$ cat config.mk
export PLATFORM = sky130hd
export DESIGN_NAME = expansion_shiftreg_multi
export DESIGN_NICKNAME = d
export VERILOG_FILES = /design/src/rtl/rio_expansion_pkg.sv /design/src/rtl/expansion_debounce.sv /design/src/rtl/expansion_shiftreg_multi.sv
export SDC_FILE = /design/constraint.sdc
export NUM_CORES = 1
export LEC_CHECK = 0
export ABC_AREA = 0
export BUFFER_PORTS_ARGS = -buffer_cell sky130_fd_sc_hd__buf_2
export CORE_AREA = 5 5 65 97
export CTS_CLUSTER_DIAMETER = 100
export CTS_CLUSTER_SIZE = 14
export DETAILED_ROUTE_END_ITERATION = 6
export DIE_AREA = 0 0 70 102
export GPL_ROUTABILITY_DRIVEN = 0
export PLACE_DENSITY_LB_ADDON = 0.12
export SLEW_MARGIN = 10
export SYNTH_ARGS = -nofsm -noshare
export SYNTH_HDL_FRONTEND = slang
export SYNTH_SLANG_ARGS = --single-unit
$ cat constraint.sdc
create_clock -name clk -period 2.31 [get_ports clk]
set_input_delay 0.462 -clock clk [delete_from_list [all_inputs] [get_ports clk]]
set_output_delay 0.462 -clock clk [all_outputs]
set_load 0.005 [all_outputs]
$ cat src/rtl/rio_expansion_pkg.sv
// Shared state type and elaboration-time width helpers for the expansion shift-register chain.
package rio_expansion_pkg;

  typedef enum logic [1:0] {
    IDLE  = 2'd0,
    LOAD  = 2'd1,
    SHIFT = 2'd2,
    LATCH = 2'd3
  } state_t;

  function automatic int unsigned max_w(input int unsigned a, input int unsigned b);
    return (a > b) ? a : b;
  endfunction

  // Bits needed to hold 0..count-1, never less than one.
  function automatic int unsigned log2_w(input int unsigned count);
    int unsigned w;
    w = 1;
    while ((64'd1 << w) < 64'(count)) w = w + 1;
    return w;
  endfunction

endpackage

$ cat src/rtl/expansion_debounce.sv
// Per-bit frame-count debounce: a bit follows the raw capture only after DEPTH consecutive
// frames disagreeing with its current value; any agreeing frame clears that bit's count.
module expansion_debounce
  import rio_expansion_pkg::*;
#(
  parameter int unsigned WIDTH = 8,
  parameter int unsigned DEPTH = 3
) (
  input  logic             clk,
  input  logic             rst_n,
  input  logic             strobe,
  input  logic [WIDTH-1:0] raw,
  input  logic [WIDTH-1:0] current,
  output logic [WIDTH-1:0] filtered_c
);

  localparam int unsigned CNT_W = log2_w(DEPTH);

  logic [CNT_W-1:0] cnt_q [WIDTH];
  logic [CNT_W-1:0] cnt_d [WIDTH];

  always_comb begin
    for (int i = 0; i < WIDTH; i++) begin
      filtered_c[i] = current[i];
      cnt_d[i]      = '0;
      if (raw[i] != current[i]) begin
        if (cnt_q[i] == CNT_W'(DEPTH - 1)) filtered_c[i] = raw[i];
        else                               cnt_d[i]      = cnt_q[i] + CNT_W'(1);
      end
    end
  end

  always_ff @(posedge clk or negedge rst_n) begin
    if (!rst_n) begin
      for (int i = 0; i < WIDTH; i++) cnt_q[i] <= '0;
    end else if (strobe) begin
      for (int i = 0; i < WIDTH; i++) cnt_q[i] <= cnt_d[i];
    end
  end

endmodule

$ cat src/rtl/expansion_shiftreg_multi.sv
// Drives one 74HC595/74HC165 daisy chain: frame FSM, safe-state substitution, frame strobes.
// Input debouncing is built only when EXPANSION_SHIFTREG_DEBOUNCE_EN is defined.
module expansion_shiftreg_multi
  import rio_expansion_pkg::*;
#(
  parameter int unsigned          IN_WIDTH   = 8,
  parameter int unsigned          OUT_WIDTH  = 8,
  parameter int unsigned          DIVIDER    = 135,
  parameter logic [OUT_WIDTH-1:0] SAFE_VALUE = '0,
  parameter int unsigned          DEB_FRAMES = 3
) (
  input  logic                 clk,
  input  logic                 rst_n,
  input  logic                 enable,
  input  logic                 safe,
  input  logic [OUT_WIDTH-1:0] data_out,
  output logic [IN_WIDTH-1:0]  data_in,
  output logic                 frame_done,
  output logic                 in_changed,
  output logic                 SHIFT_OUT,
  input  logic                 SHIFT_IN,
  output logic                 SHIFT_CLK,
  output logic                 SHIFT_LOAD
);

  localparam int unsigned N      = max_w(IN_WIDTH, OUT_WIDTH);
  localparam int unsigned PHASES = 2 * N;
  localparam int unsigned DIV_W  = log2_w(DIVIDER);
  localparam int unsigned PH_W   = log2_w(PHASES);

  if (IN_WIDTH < 1 || IN_WIDTH > 64 || OUT_WIDTH < 1 || OUT_WIDTH > 64 ||
      DIVIDER < 2 || DEB_FRAMES < 1) begin : g_bad_param
    $error("expansion_shiftreg_multi: parameter out of range");
  end

  state_t              state_q, state_d;
  logic [DIV_W-1:0]    div_q;
  logic [PH_W-1:0]     phase_q, phase_d;
  logic [N-1:0]        tx_q, tx_d, rx_q, rx_d, tx_snap_c;
  logic                sclk_d, sload_d, sout_d;
  logic                tick_c, frame_end_c;
  logic [IN_WIDTH-1:0] raw_c, next_in_c;

  assign tick_c      = (div_q == DIV_W'(DIVIDER - 1));
  assign frame_end_c = tick_c && (state_q == LATCH);
  // Zero-extension places the padding at the MSB end so it is shifted out first.
  assign tx_snap_c   = N'(safe ? SAFE_VALUE : data_out);
  assign raw_c       = rx_q[IN_WIDTH-1:0];

`ifdef EXPANSION_SHIFTREG_DEBOUNCE_EN
  expansion_debounce #(
    .WIDTH (IN_WIDTH),
    .DEPTH (DEB_FRAMES)
  ) u_debounce (
    .clk        (clk),
    .rst_n      (rst_n),
    .strobe     (frame_end_c),
    .raw        (raw_c),
    .current    (data_in),
    .filtered_c (next_in_c)
  );
`else
  assign next_in_c = raw_c;
`endif

  // Next-state and next pin levels; everything moves only on a divider tick.
  always_comb begin
    state_d = state_q;
    phase_d = phase_q;
    tx_d    = tx_q;
    rx_d    = rx_q;
    sclk_d  = SHIFT_CLK;
    sload_d = SHIFT_LOAD;
    sout_d  = SHIFT_OUT;
    if (tick_c) begin
      unique case (state_q)
        IDLE: begin
          if (enable) begin
            state_d = LOAD;
            tx_d    = tx_snap_c;
            sload_d = 1'b0;
            sclk_d  = 1'b0;
            sout_d  = tx_snap_c[N-1];
          end
        end
        LOAD: begin
          state_d = SHIFT;
          phase_d = '0;
          sload_d = 1'b1;
          sclk_d  = 1'b0;
          sout_d  = tx_q[N-1];
        end
        SHIFT: begin
          if (!phase_q[0]) begin
            rx_d    = N'({rx_q, SHIFT_IN});
            sclk_d  = 1'b1;
            phase_d = phase_q + PH_W'(1);
          end else if (phase_q == PH_W'(PHASES - 1)) begin
            state_d = LATCH;
            sclk_d  = 1'b0;
            sload_d = 1'b0;
            sout_d  = 1'b0;
          end else begin
            tx_d    = tx_q << 1;
            sout_d  = tx_d[N-1];
            sclk_d  = 1'b0;
            phase_d = phase_q + PH_W'(1);
          end
        end
        LATCH: begin
          sclk_d = 1'b0;
          if (enable) begin
            state_d = LOAD;
            tx_d    = tx_snap_c;
            sload_d = 1'b0;
            sout_d  = tx_snap_c[N-1];
          end else begin
            state_d = IDLE;
            sload_d = 1'b1;
            sout_d  = 1'b0;
          end
        end
      endcase
    end
  end

  always_ff @(posedge clk or negedge rst_n) begin
    if (!rst_n) begin
      div_q      <= '0;
      state_q    <= IDLE;
      phase_q    <= '0;
      tx_q       <= '0;
      rx_q       <= '0;
      SHIFT_CLK  <= 1'b0;
      SHIFT_LOAD <= 1'b1;
      SHIFT_OUT  <= 1'b0;
      data_in    <= '0;
      frame_done <= 1'b0;
      in_changed <= 1'b0;
    end else begin
      div_q      <= tick_c ? '0 : div_q + DIV_W'(1);
      state_q    <= state_d;
      phase_q    <= phase_d;
      tx_q       <= tx_d;
      rx_q       <= rx_d;
      SHIFT_CLK  <= sclk_d;
      SHIFT_LOAD <= sload_d;
      SHIFT_OUT  <= sout_d;
      frame_done <= frame_end_c;
      in_changed <= frame_end_c && (next_in_c != data_in);
      if (frame_end_c) data_in <= next_in_c;
    end
  end

endmodule

==> results.txt, run 1 <==
status = complete, no violations
ANT cells = 0
Fin. Hold Viols = 0
starting density of the core = 38.81%
Hold Path Class = in -> async
I/O pin total = 26
synthesized instance count = 172
power density cells = 605.0 mW/mm²
VDD IR max = 0.4077 mV
Worst-Margin Slew = 0.4549 ns
Max FO, Critical Path = 8
fillcell total = 519
worst clock skew = 0.005731 ns
largest net degree at the start of global routing = 20
min cycle time layout = 2.037 ns
Setup violations, final = 0
Worst slew margin = 69.60%
Power Total = 1.490 mW
area of the mapped netlist = 0.002083 mm²
DR iter-0 viols = 34
first-pass GRT wire length = 7.210 mm
post-synthesis async set-or-reset flop share = 100.0%
vias in the first global route = 1483
Yosys reg bits = 43
sequential fraction of the synthesis area = 51.71%
CTS buffer count = 5
post-CTS setup buffers = 0
Synth top area share = 50.45%
main flop type after synthesis = dfrtp_1
First-pass DRT Iterations = 3
Top delay family on crit path = simple AND/OR/NAND/NOR gates
share of cells above drive strength 1 = 32.69%
worst-path cell with the longest stage delay = or3_4
Slew Limit Fails = 0
Layout area overhead = 18.20%
DRC Markers = 0
CTS tree = yes
All-Layer GR Usage = 12.94%
top-count cell post-synth = dfrtp_1
CP Class = reg -> reg
Worst-path clk slew = 0.08 ns
top cells by area, synth = dfrtp_1 50%, mux2_2 9.7%, ha_1 4.8%
TritonCTS Sinks = 43
post-synth top area cell = dfrtp_1
Fmax = 490.8 MHz
Root Driver = clkbuf_8
Yosys warnings = 0
Post-synth EDFFs = 0
Die X = 70 µm
syn_nets = 193
Crit. End Element = register
number of library cell types mapped by synthesis = 42
post-layout util = 45.87%
Worst EP required = 2.48 ns
I/O Buffers = 25
row cnt = 33
Pleak = 1.285 nW
overall die area = 0.007140 mm²
CP arrival = 2.21 ns
DR WL/cell = 14.74 µm
Critical Path Max Stage Delay = 0.49 ns
Buf+Inv Stages, Crit Path = 1
Vias/cell = 5.032
initial antenna violation count = 0
Hold-fix buffers, CTS = 0
Max-cap violations = 0
grt ovf = 0
Tcrit/Tclk final = 88.20%
die height = 102 µm
ANT nets after route = 0
FF-to-FF setup slack = 0.27 ns
clock network latency to the later pin of the worst-skew pair = 0.29 ns
Avg Inst Size Synth = 12.11 µm²
CP cell instances = inv_1, ha_1, nand4b_1, or2_0, or3_4, mux2_4
Post-synth top cells = 42 x dfrtp_1, 18 x mux2_2, 10 x nand2_1, 10 x xor2_1, 8 x ha_1
final net count = 228
Post-DP HPWL = 3.187 mm
final wirelength = 4.099 mm
core footprint = 0.005368 mm²
Setup TNS = 0 ns
vias = 1399
Startpoint Class = register
H-tree Lvls = 2
Longest Clk Path Bufs = 2
RSZ-0062 raised after global routing = false
cells by family after synthesis:
kind of cell               Yosys count  synth area share (%)
muxes                               26                 15.02
buffers and inverters               10                 2.222
and+or+nand+nor                     42                 10.63
AOI/OAI and AO/OA                   29                 9.730
DFF                                 43                 51.71
xor gates and xnor gates            14                 5.886
adders and majority gates            8                 4.805
area by class of cell:
| class | count | area [µm²] | area share [%] |
|---|---|---|---|
| Timing Repair Buffer | 32 | 177.7 | 7.215 |
| Clock inverter | 2 | 60.06 | 2.439 |
| Sequential cell | 43 | 1077 | 43.75 |
| Clock buffer | 6 | 72.57 | 2.947 |
| Multi-Input combinational cell | 119 | 964.7 | 39.18 |
| Tap cell | 70 | 87.58 | 3.557 |
| Inverter | 6 | 22.52 | 0.9146 |
power by group:
part           leakage [nW]  internal, mW  total, mW  switching (mW)
clock                0.0654         0.432      0.680           0.248
sequential            0.562         0.759      0.764         0.00521
combinational         0.658        0.0216     0.0455          0.0239
total                  1.28          1.21       1.49           0.277
metrics by stage:
step / setup slack, ns / area, µm² / instances / hold WS, ns
floorplan: 0.2642 / 2083 / 172 / 0.1664
global placement: 0.1844 / 2325 / 270 / 0.4112
detailed placement: 0.1227 / 2325 / 270 / 0.4169
CTS: 0.1085 / 2457 / 278 / 0.09454
global route: 0.1215 / 2462 / 278 / 0.1142
finish: 0.2725 / 2462 / 278 / 0.08931
worst reg2reg max path: stages (launching register included):
cell and delay (ns):
dfrtp_1 0.43, inv_1 0.08, ha_1 0.14, nand4b_1 0.17
or2_0 0.29, or3_4 0.49, mux2_4 0.33
placed cells by master (no fill, tap or decap), types with 2 or more instances in the layout:
master and n:
a21oi_1 5, a22o_1 5, and3_1 3, buf_2 25, buf_4 7, bufinv_16 2
clkbuf_8 5, dfrtp_1 42, ha_1 8, inv_1 6, mux2_2 18, mux2_4 6
mux2i_1 2, nand2_1 10, nand2b_1 2, nand3_1 6, nor2_1 7, nor2b_1 3
nor4_1 3, o21ai_0 5, o31ai_1 3, or3_4 2, xnor2_1 4, xor2_1 10
layer usage:
layer  up-vias  wire, µm  global-route usage [%]
met5         -         0                       0
met4         0        73                   5.310
met3         6       158                   3.150
met2        25      2143                   23.53
met1       687      1724                   14.47
li1        681         -                       -
what timing repair did:
item	CTS	global route
hold endpoints to repair	0	0
resized for setup	0	1
setup endpoints to repair	0	6
final timing paths:
check	end	cells past startpoint	startpoint
max in group asynchronous	SHIFT_LOAD$_DFFE_PN1P_	2	rst_n
setup reg to reg	tx_q[4]$_DFFE_PN0P_	6	div_q[0]$_DFF_PN0_
hold / removal	frame_done$_DFF_PN0_	1	rst_n
setup / recovery	tx_q[4]$_DFFE_PN0P_	6	div_q[0]$_DFF_PN0_
min in group clk	next_in_c[0]$_DFFE_PN0P_	2	SHIFT_IN
hold reg to reg	div_q[6]$_DFF_PN0_	1	div_q[6]$_DFF_PN0_
flip-flops by register name (all words and copies together) (netlist names):
register and count:
data_in 8, phase_q 4, SHIFT_CLK 1, SHIFT_LOAD 1, in_changed 1, tx_q 8
next_in_c 8, state_q 2, frame_done 1, SHIFT_OUT 1, div_q 8
Power figures use the tool's default switching activity.
==> inputs of run 2 (changes only) <==
--- a/config.mk
+++ b/config.mk
@@ -7,11 +7,11 @@
 export LEC_CHECK = 0
 export ABC_AREA = 0
 export BUFFER_PORTS_ARGS = -buffer_cell sky130_fd_sc_hd__buf_2
-export CORE_AREA = 5 5 65 97
+export CORE_AREA = 2 2 59 89
 export CTS_CLUSTER_DIAMETER = 100
 export CTS_CLUSTER_SIZE = 14
 export DETAILED_ROUTE_END_ITERATION = 6
-export DIE_AREA = 0 0 70 102
+export DIE_AREA = 0 0 61 91
 export GPL_ROUTABILITY_DRIVEN = 0
 export PLACE_DENSITY_LB_ADDON = 0.12
 export SLEW_MARGIN = 10
==> results.txt, run 2 (same netlist as run 1, synthesis figures left out) <==
Worst EP required = 2.50 ns (+0.02 ns)
First-pass DRT Iterations = 4 (+1)
clock network latency to the later pin of the worst-skew pair = 0.30 ns (about the same)
Worst-Margin Slew = 0.5873 ns (+0.1324 ns)
share of cells above drive strength 1 = 33.49% (+0.80 points)
Tcrit/Tclk final = 87.41% (-0.79 points)
final net count = 229 (+0.44%)
largest net degree at the start of global routing = 27 (+35%)
post-CTS setup buffers = 0 (unchanged)
Longest Clk Path Bufs = 2 (unchanged)
met3 usage = 3.419% (+0.27 points)
Fin. Hold Viols = 0 (unchanged)
DR WL/cell = 14.17 µm (-3.9%)
CTS buffer count = 5 (unchanged)
Pleak = 1.281 nW (-0.24%)
Setup violations, final = 0 (unchanged)
starting density of the core = 43.67% (+4.9 points)
GR Util met2 = 28.49% (+5.0 points)
Vias/cell = 5.113 (+1.6%)
DRC Markers = 0 (unchanged)
ANT nets after route = 0 (unchanged)
RR Startpoint = div_q[0]$_DFF_PN0_
CTS tree = yes
design area = 0.002445 mm² (-0.71%)
H-tree Lvls = 2 (unchanged)
placed cell count = 267 (-1.1%)
row cnt = 31 (-6.1%)
VDD IR max = 0.4920 mV (+21%)
first-pass GRT wire length = 6.962 mm (-3.4%)
TritonCTS Sinks = 43 (unchanged)
Hold Path Class = in -> async
overall die area = 0.005551 mm² (-22%)
Startpoint Class = register
fillcell total = 448 (-14%)
worst clock skew = 0.01131 ns (+0.005577 ns)
multi-input logic area = 964.7 µm² (unchanged)
grt peak-use layer = met2
met1 GRT Util = 19.94% (+5.5 points)
vias = 1406 (+0.50%)
initial antenna violation count = 0 (unchanged)
I/O pin total = 26 (unchanged)
status = complete, no violations
PostCTS Resize Cnt = 0 (unchanged)
Setup TNS = 0 ns (unchanged)
Setup crit start = div_q[0]$_DFF_PN0_
Power Total = 1.397 mW (-6.2%)
Hold-fix buffers, CTS = 0 (unchanged)
core footprint = 0.004771 mm² (-11%)
CP Class = reg -> reg
Worst-path clk slew = 0.08 ns (about the same)
die height = 91 µm (-11%)
Cell Count, Final, Fillers Out = 275 (-1.1%)
most frequent cells in the layout = 42 x dfrtp_1, 25 x buf_2, 18 x mux2_2, 10 x xor2_1, 10 x nand2_1
final worst slack = 0.2909 ns (+0.01836 ns)
Slew Limit Fails = 0 (unchanged)
CP arrival = 2.21 ns (about the same)
RSZ-0062 raised after global routing = false
min cycle time layout = 2.019 ns (-0.01836 ns)
Place WS = 0.1407 ns (+0.01802 ns)
Max FO, Critical Path = 8 (unchanged)
Fmax = 495.3 MHz (+0.91%)
placed cell area = 0.002327 mm² (+0.11%)
vias in the first global route = 1508 (+1.7%)
Layout area overhead = 17.36%
I/O Buffers = 25 (unchanged)
FF/Latch Area = 0.001077 mm² (unchanged)
Root Driver = clkbuf_8
Max-cap violations = 0 (unchanged)
power density cells = 571.5 mW/mm² (-5.5%)
most common cell after layout, fill and taps aside = dfrtp_1
DR iter-0 viols = 41 (+21%)
All-Layer GR Usage = 16.84% (+3.9 points)
final wirelength = 3.898 mm (-4.9%)
Post-DP HPWL = 3.002 mm (-5.8%)
Crit. End Element = register
Worst slew margin = 60.85% (-8.8 points)
Die X = 61 µm (-13%)
grt ovf = 0 (unchanged)
ANT cells = 0 (unchanged)
-- run 2: cell count changes in the layout (fill, tap and decap cells not counted) --
cell	delta
buf_4	+1
clkbuf_1	-1
bufinv_16	-1
clkinv_2	+1
clkinv_4	+1
-- run 2: worst max-delay path, cell delays in order, from the launching register on --
cell,delay (ns)
dfrtp_1,0.44
inv_1,0.08
ha_1,0.14
nand4b_1,0.17
or2_0,0.29
or3_4,0.48
mux2_4,0.32
-- run 2: final cells by class --
type | instances | area share [%]
clock inverters | 3 | 1.791
inverters | 6 | 0.9212
repair buffers | 33 | 7.574
clock buffers | 5 | 2.815
multi-input cells | 119 | 39.46
well taps | 66 | 3.378
flip-flops and latches | 43 | 44.06
-- run 2: through the flow --
| stage | utilization (%) | hold slack (ns) |
|---|---|---|
| final | 51.25 | 0.1612 |
| after global routing | 51.25 | 0.1888 |
| after CTS | 51.14 | 0.1629 |
| after detailed placement | 48.78 | 0.4781 |
| after global placement | 48.78 | 0.4784 |
| after floorplan | - | 0.1664 |
-- run 2: final timing paths --
check | slack, ns | cells after the start | endpoint
max | 0.29 | 6 | tx_q[3]$_DFFE_PN0P_
min | 0.16 | 1 | div_q[5]$_DFF_PN0_
max in group asynchronous | 1.58 | 2 | next_in_c[2]$_DFFE_PN0P_
min reg2reg | 0.49 | 1 | phase_q[3]$_DFFE_PN0P_
max reg2reg | 0.29 | 6 | tx_q[3]$_DFFE_PN0P_
min in group clk | 0.40 | 2 | next_in_c[0]$_DFFE_PN0P_
-- run 2: power by group --
group	switching, mW	leakage, nW	total (mW)	internal, mW
Sequential	0.00523	0.562	0.764	0.759
Combinational	0.0241	0.662	0.0456	0.0216
Clock	0.265	0.0581	0.587	0.322
-- run 2: routing by layer --
| layer | up-vias | wire length (µm) |
|---|---|---|
| li1 | 686 | - |
| met1 | 686 | 1595 |
| met2 | 26 | 2082 |
| met3 | 8 | 127 |
| met4 | 0 | 93 |
| met5 | - | 0 |
